==> config.mk <==
export PLATFORM = sky130hd
export DESIGN_NAME = spi_arb
export DESIGN_NICKNAME = d
export VERILOG_FILES = /design/src/rtl/spi_arb.sv
export SDC_FILE = /design/constraint.sdc
export NUM_CORES = 1
export LEC_CHECK = 0
export CORE_ASPECT_RATIO = 1.4
export CORE_MARGIN = 2
export CORE_UTILIZATION = 53
export DETAILED_ROUTE_END_ITERATION = 8
export PLACE_DENSITY = 0.85
export SYNTH_ARGS = -nofsm -noshare
export SYNTH_HDL_FRONTEND = slang
export SYNTH_SLANG_ARGS = --single-unit
==> constraint.sdc <==
create_clock -name clk -period 7.5 [get_ports clk]
set_input_delay 2.25 -clock clk [delete_from_list [all_inputs] [get_ports clk]]
set_output_delay 2.25 -clock clk [all_outputs]
set_load 0.1 [all_outputs]
==> src/rtl/spi_arb.sv <==
// spi_arb
// Two-requester arbiter and sequencer in front of a single SPI_mnrch master.
// Requester 0 (inertial interface) and requester 1 (e.g. A2D interface) share
// one master. Grants alternate round-robin when both ask, the grant is held
// for a whole transaction, an idle gap is enforced between transactions, and
// a transaction that never completes is closed with a timeout error.
//
// Ports:
//   clk, rst_n          clock, asynchronous active-low reset
//   req0_i / req1_i     transaction request level from each requester
//   cmd0_i / cmd1_i     command word, held stable while the request is high
//   gnt0_o / gnt1_o     requester currently owns the master
//   done0_o / done1_o   one-cycle pulse when the owner's transaction ends
//   resp0_o / resp1_o   response of the last transaction of that requester
//   err_o               one-cycle pulse alongside doneN when it timed out
//   m_snd_o, m_cmd_o    start pulse and command towards SPI_mnrch
//   m_done_i, m_resp_i  completion pulse and response from SPI_mnrch
module spi_arb #(
    parameter int CMD_W   = 16,
    parameter int RESP_W  = 16,
    parameter int GAP_CYC = 4,
    parameter int TO_CYC  = 4096
) (
    input  logic              clk,
    input  logic              rst_n,
    input  logic              req0_i,
    input  logic [CMD_W-1:0]  cmd0_i,
    output logic              gnt0_o,
    output logic              done0_o,
    output logic [RESP_W-1:0] resp0_o,
    input  logic              req1_i,
    input  logic [CMD_W-1:0]  cmd1_i,
    output logic              gnt1_o,
    output logic              done1_o,
    output logic [RESP_W-1:0] resp1_o,
    output logic              err_o,
    output logic              m_snd_o,
    output logic [CMD_W-1:0]  m_cmd_o,
    input  logic              m_done_i,
    input  logic [RESP_W-1:0] m_resp_i
);

    typedef enum logic [1:0] {
        IDLE,
        SEND,
        BUSY,
        GAP
    } state_t;

    localparam logic [7:0]  GAP_LAST = 8'(GAP_CYC - 1);
    localparam logic [15:0] TO_LAST  = 16'(TO_CYC - 1);

    state_t              state_q, state_d;
    logic                gnt0_q, gnt0_d;
    logic                gnt1_q, gnt1_d;
    logic                done0_q, done0_d;
    logic                done1_q, done1_d;
    logic                err_q, err_d;
    logic [RESP_W-1:0]   resp0_q, resp0_d;
    logic [RESP_W-1:0]   resp1_q, resp1_d;
    logic [CMD_W-1:0]    mCmd_q, mCmd_d;
    logic                lastGnt_q, lastGnt_d;
    logic [7:0]          gapCnt_q, gapCnt_d;
    logic [15:0]         toCnt_q, toCnt_d;
    logic [15:0]         toCntInc;
    logic                pick1;
    logic                finish;
    logic                timedOut;
    logic [RESP_W-1:0]   respSel;

    // State register. lastGnt resets to 1 so that a tie straight after reset
    // goes to requester 0.
    always_ff @(posedge clk or negedge rst_n) begin
        if (!rst_n) begin
            state_q   <= IDLE;
            gnt0_q    <= 1'b0;
            gnt1_q    <= 1'b0;
            done0_q   <= 1'b0;
            done1_q   <= 1'b0;
            err_q     <= 1'b0;
            resp0_q   <= '0;
            resp1_q   <= '0;
            mCmd_q    <= '0;
            lastGnt_q <= 1'b1;
            gapCnt_q  <= '0;
            toCnt_q   <= '0;
        end else begin
            state_q   <= state_d;
            gnt0_q    <= gnt0_d;
            gnt1_q    <= gnt1_d;
            done0_q   <= done0_d;
            done1_q   <= done1_d;
            err_q     <= err_d;
            resp0_q   <= resp0_d;
            resp1_q   <= resp1_d;
            mCmd_q    <= mCmd_d;
            lastGnt_q <= lastGnt_d;
            gapCnt_q  <= gapCnt_d;
            toCnt_q   <= toCnt_d;
        end
    end

    // Next-state logic. Everything holds by default and the done/err pulses
    // default low, so each state only spells out what it changes.
    always_comb begin
        state_d   = state_q;
        gnt0_d    = gnt0_q;
        gnt1_d    = gnt1_q;
        done0_d   = 1'b0;
        done1_d   = 1'b0;
        err_d     = 1'b0;
        resp0_d   = resp0_q;
        resp1_d   = resp1_q;
        mCmd_d    = mCmd_q;
        lastGnt_d = lastGnt_q;
        gapCnt_d  = gapCnt_q;
        toCnt_d   = toCnt_q;
        toCntInc  = (toCnt_q == 16'hFFFF) ? toCnt_q : toCnt_q + 16'd1;
        pick1     = req1_i && (!req0_i || !lastGnt_q);
        finish    = 1'b0;
        timedOut  = 1'b0;
        respSel   = m_resp_i;

        case (state_q)
            IDLE: begin
                if (req0_i || req1_i) begin
                    if (pick1) begin
                        gnt1_d = 1'b1;
                        mCmd_d = cmd1_i;
                    end else begin
                        gnt0_d = 1'b1;
                        mCmd_d = cmd0_i;
                    end
                    state_d = SEND;
                end
            end

            SEND: begin
                toCnt_d = '0;
                state_d = BUSY;
            end

            BUSY: begin
                // A completion wins over a timeout that would fire on the
                // same edge.
                if (m_done_i) begin
                    finish = 1'b1;
                end else if (toCntInc == TO_LAST) begin
                    finish   = 1'b1;
                    timedOut = 1'b1;
                    respSel  = '1;
                end else begin
                    toCnt_d = toCntInc;
                end

                if (finish) begin
                    if (gnt1_q) begin
                        resp1_d   = respSel;
                        done1_d   = 1'b1;
                        lastGnt_d = 1'b1;
                    end else begin
                        resp0_d   = respSel;
                        done0_d   = 1'b1;
                        lastGnt_d = 1'b0;
                    end
                    gnt0_d   = 1'b0;
                    gnt1_d   = 1'b0;
                    err_d    = timedOut;
                    gapCnt_d = '0;
                    state_d  = GAP;
                end
            end

            GAP: begin
                // Requests are ignored here so SS_n has risen and the master
                // is idle before the next start pulse.
                if (gapCnt_q == GAP_LAST) begin
                    state_d = IDLE;
                end else begin
                    gapCnt_d = gapCnt_q + 8'd1;
                end
            end

            default: begin
                state_d = IDLE;
            end
        endcase
    end

    assign gnt0_o  = gnt0_q;
    assign gnt1_o  = gnt1_q;
    assign done0_o = done0_q;
    assign done1_o = done1_q;
    assign err_o   = err_q;
    assign resp0_o = resp0_q;
    assign resp1_o = resp1_q;
    assign m_cmd_o = mCmd_q;
    assign m_snd_o = (state_q == SEND);

endmodule

Word level (Yosys, flattened, before mapping). Index checks and enable logic that the tools add are counted.

Input port bits: 53. Output and inout port bits: 54. Word-level logic and storage cells: 80. Flip-flop bits (word level): 80.

$add $sub $neg: 2. Reduce and logical (&&, ||, !) cells: 18. Equal/unequal tests: 14. Muxes and demuxes: 33. Bitwise gates (word level): 1.

Operators with widths (number): $mux W16 (6); $pmux W16 S2 (1); $mux W1 (17); $add A16 B1 Y16 const B (1); $eq A16 B12 Y1 const B (1); $eq A16 B16 Y1 const B (1); $mux W8 (2); $ne A2 B2 Y1 const B (8); $pmux W8 S2 (1); $reduce_and A3 Y1 (5); $add A8 B1 Y8 const B (1); $eq A8 B2 Y1 const B (1); $pmux W2 S4 (1); $reduce_and A4 Y1 (2); $mux W2 (3); $reduce_bool A2 Y1 (3); $eq A2 B2 Y1 const B (2); $pmux W1 S2 (2); $reduce_and A2 Y1 (2); $eq A2 B1 Y1 const B (1); $logic_not A1 Y1 (2); $logic_not A2 Y1 (1); $logic_or A1 B1 Y1 (2); $logic_and A1 B1 Y1 (1); $not A1 Y1 (1).

Depth between registers and ports, before layout.
Depth after elaboration: 8. Gate-level depth with buffers: 11. Gate-level depth less buffers: 8.

Worst setup path before layout. Ideal clock, no wire load.

Kind: input -> register. From: input req1_i. To: register mCmd_q[11], in the netlist m_cmd_o[11]. Path slack: 3.708 ns. Setup time: 0.135 ns. Stages on the path: 5. Data arrival time: 3.656 ns. Data required time: 7.365 ns. Path buffers: 1. Path through: inv_1 a21oi_1 clkbuf_1 mux2i_1 o21ai_0.

Longest elaborated chain between the ends: 2. Elaborated cells between the ends (all ways): 4. Classes of those cells: mux: 1; reduce/logical: 3.

RTL lines: from (decl) (RTL line 31) `input logic req1_i,`; $logic_and A1 B1 Y1 or $logic_or A1 B1 Y1 (tied branches) (RTL line 119, 126); $mux W16 or $reduce_and A2 Y1 (tied branches); to (signal assigned) (RTL line 96) `mCmd_q <= mCmd_d;`; to (decl) (RTL line 61) `logic [CMD_W-1:0] mCmd_q, mCmd_d;`.

Several ways; a longest one is shown, not always the timed one. A chain may end at the register's enable or synchronous reset.

Worst setup path after layout.
From: register gnt1_q, in the netlist gnt1_o. To: output gnt1_o.

RTL lines: from (decl) (RTL line 55) `logic gnt1_q, gnt1_d;`; from (signal assigned) (RTL line 90) `gnt1_q <= gnt1_d;`; to (decl) (RTL line 33) `output logic gnt1_o,`.

No word-level cell between the ends.

==> out/metrics.cfg <==
[yosys]
synth_cell_types = 60
synth_edf_count = 0
avgSynthCellArea_um2 = 10.3
synthTopCellsByArea = dfrtp_1 (46%), o32a_1 (5.4%), mux2i_1 (4.9%)
synthMostInstantiatedCell = dfrtp_1
synth_xor_area_share_pct = 0.411
synth_top_area_cell = dfrtp_1
ys_top_cells_by_count = dfrtp_1 (79), nand2_1 (44), o21ai_0 (27), o32a_1 (23), nand3_1 (22)
synthSimpleGateAreaFrac_pct = 19.6
synth_top_family_by_area = compound AO/OA/AOI/OAI gates
ys_seq_elements = 80
asyncSetResetFlopFracSynth_pct = 100
yosysSeqAreaShare_pct = 47.0
syn-num-nets = 473
synth_area_um2 = 4260
synthFlopType = dfrtp_1
synthCells = 413
synthAdderAreaFrac_pct = 2.05
synthMuxAreaShare_pct = 5.19
ys_warn_count = 0
synth_top_area_share_pct = 46.4
synth-compound-area-share_pct = 21.9

[floorplan]
die-area_um2 = 8790
row_count = 38
core_area_um2 = 7800
start_util_pct = 54.7
dieHeight_um = 110
die_x_um = 79.8
ios = 107

[route]
drt_iter0_drc = 252
met2_wirelength_um = 5980
wire_per_inst_um = 18.8
drtPass1Iterations = 5
routed_wl_um = 11500
avgViaCountPerCell = 6.21
routed.top_layer = met4
vias = 3788
drc_errors = 0
wl_met3_um = 709
wl_met1_um = 4490
ant_nets = 0

[sta]
fin_tns_setup_ns = 0
finClkSkew_ns = 0.0101
rsz0062_at_grt = false
finalMaxSlewViolations = 0
worst_pin_slew_ns = 1.24
hold_violations = 0
relSlewSlack_pct = 17.3
setup_violations = 0
max_freq_ghz = 0.211
setup_slack_ns = 2.76
post-route-period-util_pct = 63.2
fin_crit_ns = 4.74

[clocking]
cts.path.max_buffers = 2
clkTransAtPathRegs_ns = 0.08
htreeDepth = 3
cts_tree = done
cts_setup_buffers = 0
cts_root_buf = clkbuf_8
postCtsResizedCells = 0
clk_latency_ns = 0.36
numClockSinks = 80
cts_made_buffers = 9
cts_hold_buf = 0

[worst_setup_path]
worstPathMaxFanout = 21
slowest_delay_ns = 1.27
cp-start-kind = flip-flop
crit_buf_inv = 1
cp-end-kind = primary output
crit_arrival_ns = 2.49
cp.required_ns = 5.25
path_cells = clkdlybuf4s50_1
ff2ff_setup_slack_ns = 3.92
crit_type = reg -> out
critPathTopFamily = buffers and inverters
crit_slowest_cell = clkdlybuf4s50_1

[status]
status = finished clean

[grt]
grt_overflow = 0
grt_pass1_wl_um = 18500
grt_antenna_before_repair = 0
grt_pass1_vias = 3775
grt_max_degree = 81
grtUsageTotal_pct = 27.2

[final_layout]
area_growth_pct = 29.9
final_nets = 565
fill_cells = 596
antennaDiodeCount = 0
drive_above_1_share_pct = 6.67

[placed_design]
pre_cts_slack_ns = 3.05
dpl.hpwl_um = 8270
gp_congestion = 0.946
io_buffers = 106

[flow_run]
cap_violations = 0

[hold_path]
hp-class = reg -> reg

layout by cell type, fill, tap and decap left out, drive strengths merged, types with 4 or more instances in the layout:
cell type      synthesis  layout
and2                   4       4
o311ai                 4       4
and3                  11      11
a221o                  4       4
a31oi                  4       4
nor4                   4       4
ha                     7       7
clkbuf                14      11
nand3                 22      22
a2bb2oi               10      10
and4                   4       4
clkdlybuf4s50          0     105
mux2i                 21      21
o32a                  23      23
a21oi                  8       8
nor2                  19      19
inv                    7       7
nand2b                 7       7
nand2                 44      44
o21ai                 27      27
dfrtp                 79      79
o31ai                  8       8
o21a                   5       5
o22ai                  6       6
nand4                 10      10
nor3                   8       8
nor3b                  5       5
per-stage QoR:
| step | utilization [%] | cells | hold slack [ns] | area, um2 |
|---|---|---|---|---|
| finish | 71.1 | 610 | 0.480 | 5540 |
| global route | 71.1 | 610 | 0.511 | 5540 |
| CTS | 71.1 | 610 | 0.488 | 5540 |
| detailed placement | 68.2 | 594 | 0.471 | 5320 |
| global placement | 68.2 | 594 | 0.463 | 5320 |
| floorplan | - | 413 | 0.466 | 4260 |
kinds of logic after synthesis:
| group | Yosys count |
|---|---|
| AOI/OAI and AO/OA | 118 |
| DFF | 80 |
| adders and majority gates | 7 |
| and+or+nand+nor | 151 |
| xor gates and xnor gates | 2 |
| buffers and inverters | 33 |
| muxes | 22 |
worst paths after layout:
kind | cells after the start | startpoint | to
worst max-delay path | 1 | gnt1_o$_DFFE_PN0P_ | gnt1_o
worst max register to register | 8 | toCnt_q[0]$_DFFE_PN0P_ | gapCnt_q[0]$_DFFE_PN0P_
max in group asynchronous | 1 | rst_n | m_cmd_o[11]$_DFFE_PN0P_
min in group asynchronous | 1 | rst_n | toCnt_q[14]$_DFFE_PN0P_
worst min-delay path | 2 | m_cmd_o[6]$_DFFE_PN0P_ | m_cmd_o[6]$_DFFE_PN0P_
worst min register to register | 2 | m_cmd_o[6]$_DFFE_PN0P_ | m_cmd_o[6]$_DFFE_PN0P_
sequential cells by signal, summed over array words and instances, names as in the netlist, 2 cells and up:
| signal | cells |
|---|---|
| gapCnt_q | 8 |
| m_cmd_o | 16 |
| resp0_o | 16 |
| resp1_o | 16 |
| state_q | 2 |
| toCnt_q | 16 |
metal layers:
layer  GRT usage (%)  vias to the layer above
met3            6.68                       26
li1                -                     1767
met5               0                        -
met1            32.5                     1866
met4            11.6                        0
met2            46.8                      129
layout make-up:
class / count / area [um2] / area share, %
Multi-Input combinational cell: 300 / 2100 / 37.9
Sequential cell: 80 / 2000 / 36.2
Timing Repair Buffer: 106 / 1060 / 19.1
Clock buffer: 11 / 141 / 2.55
Tap cell: 100 / 125 / 2.26
Clock inverter: 5 / 80.1 / 1.45
Inverter: 8 / 30.0 / 0.542
Power is left out: the tool's default activity adds up to more than one toggle a clock period on the data nets, which glitch-free logic cannot reach.
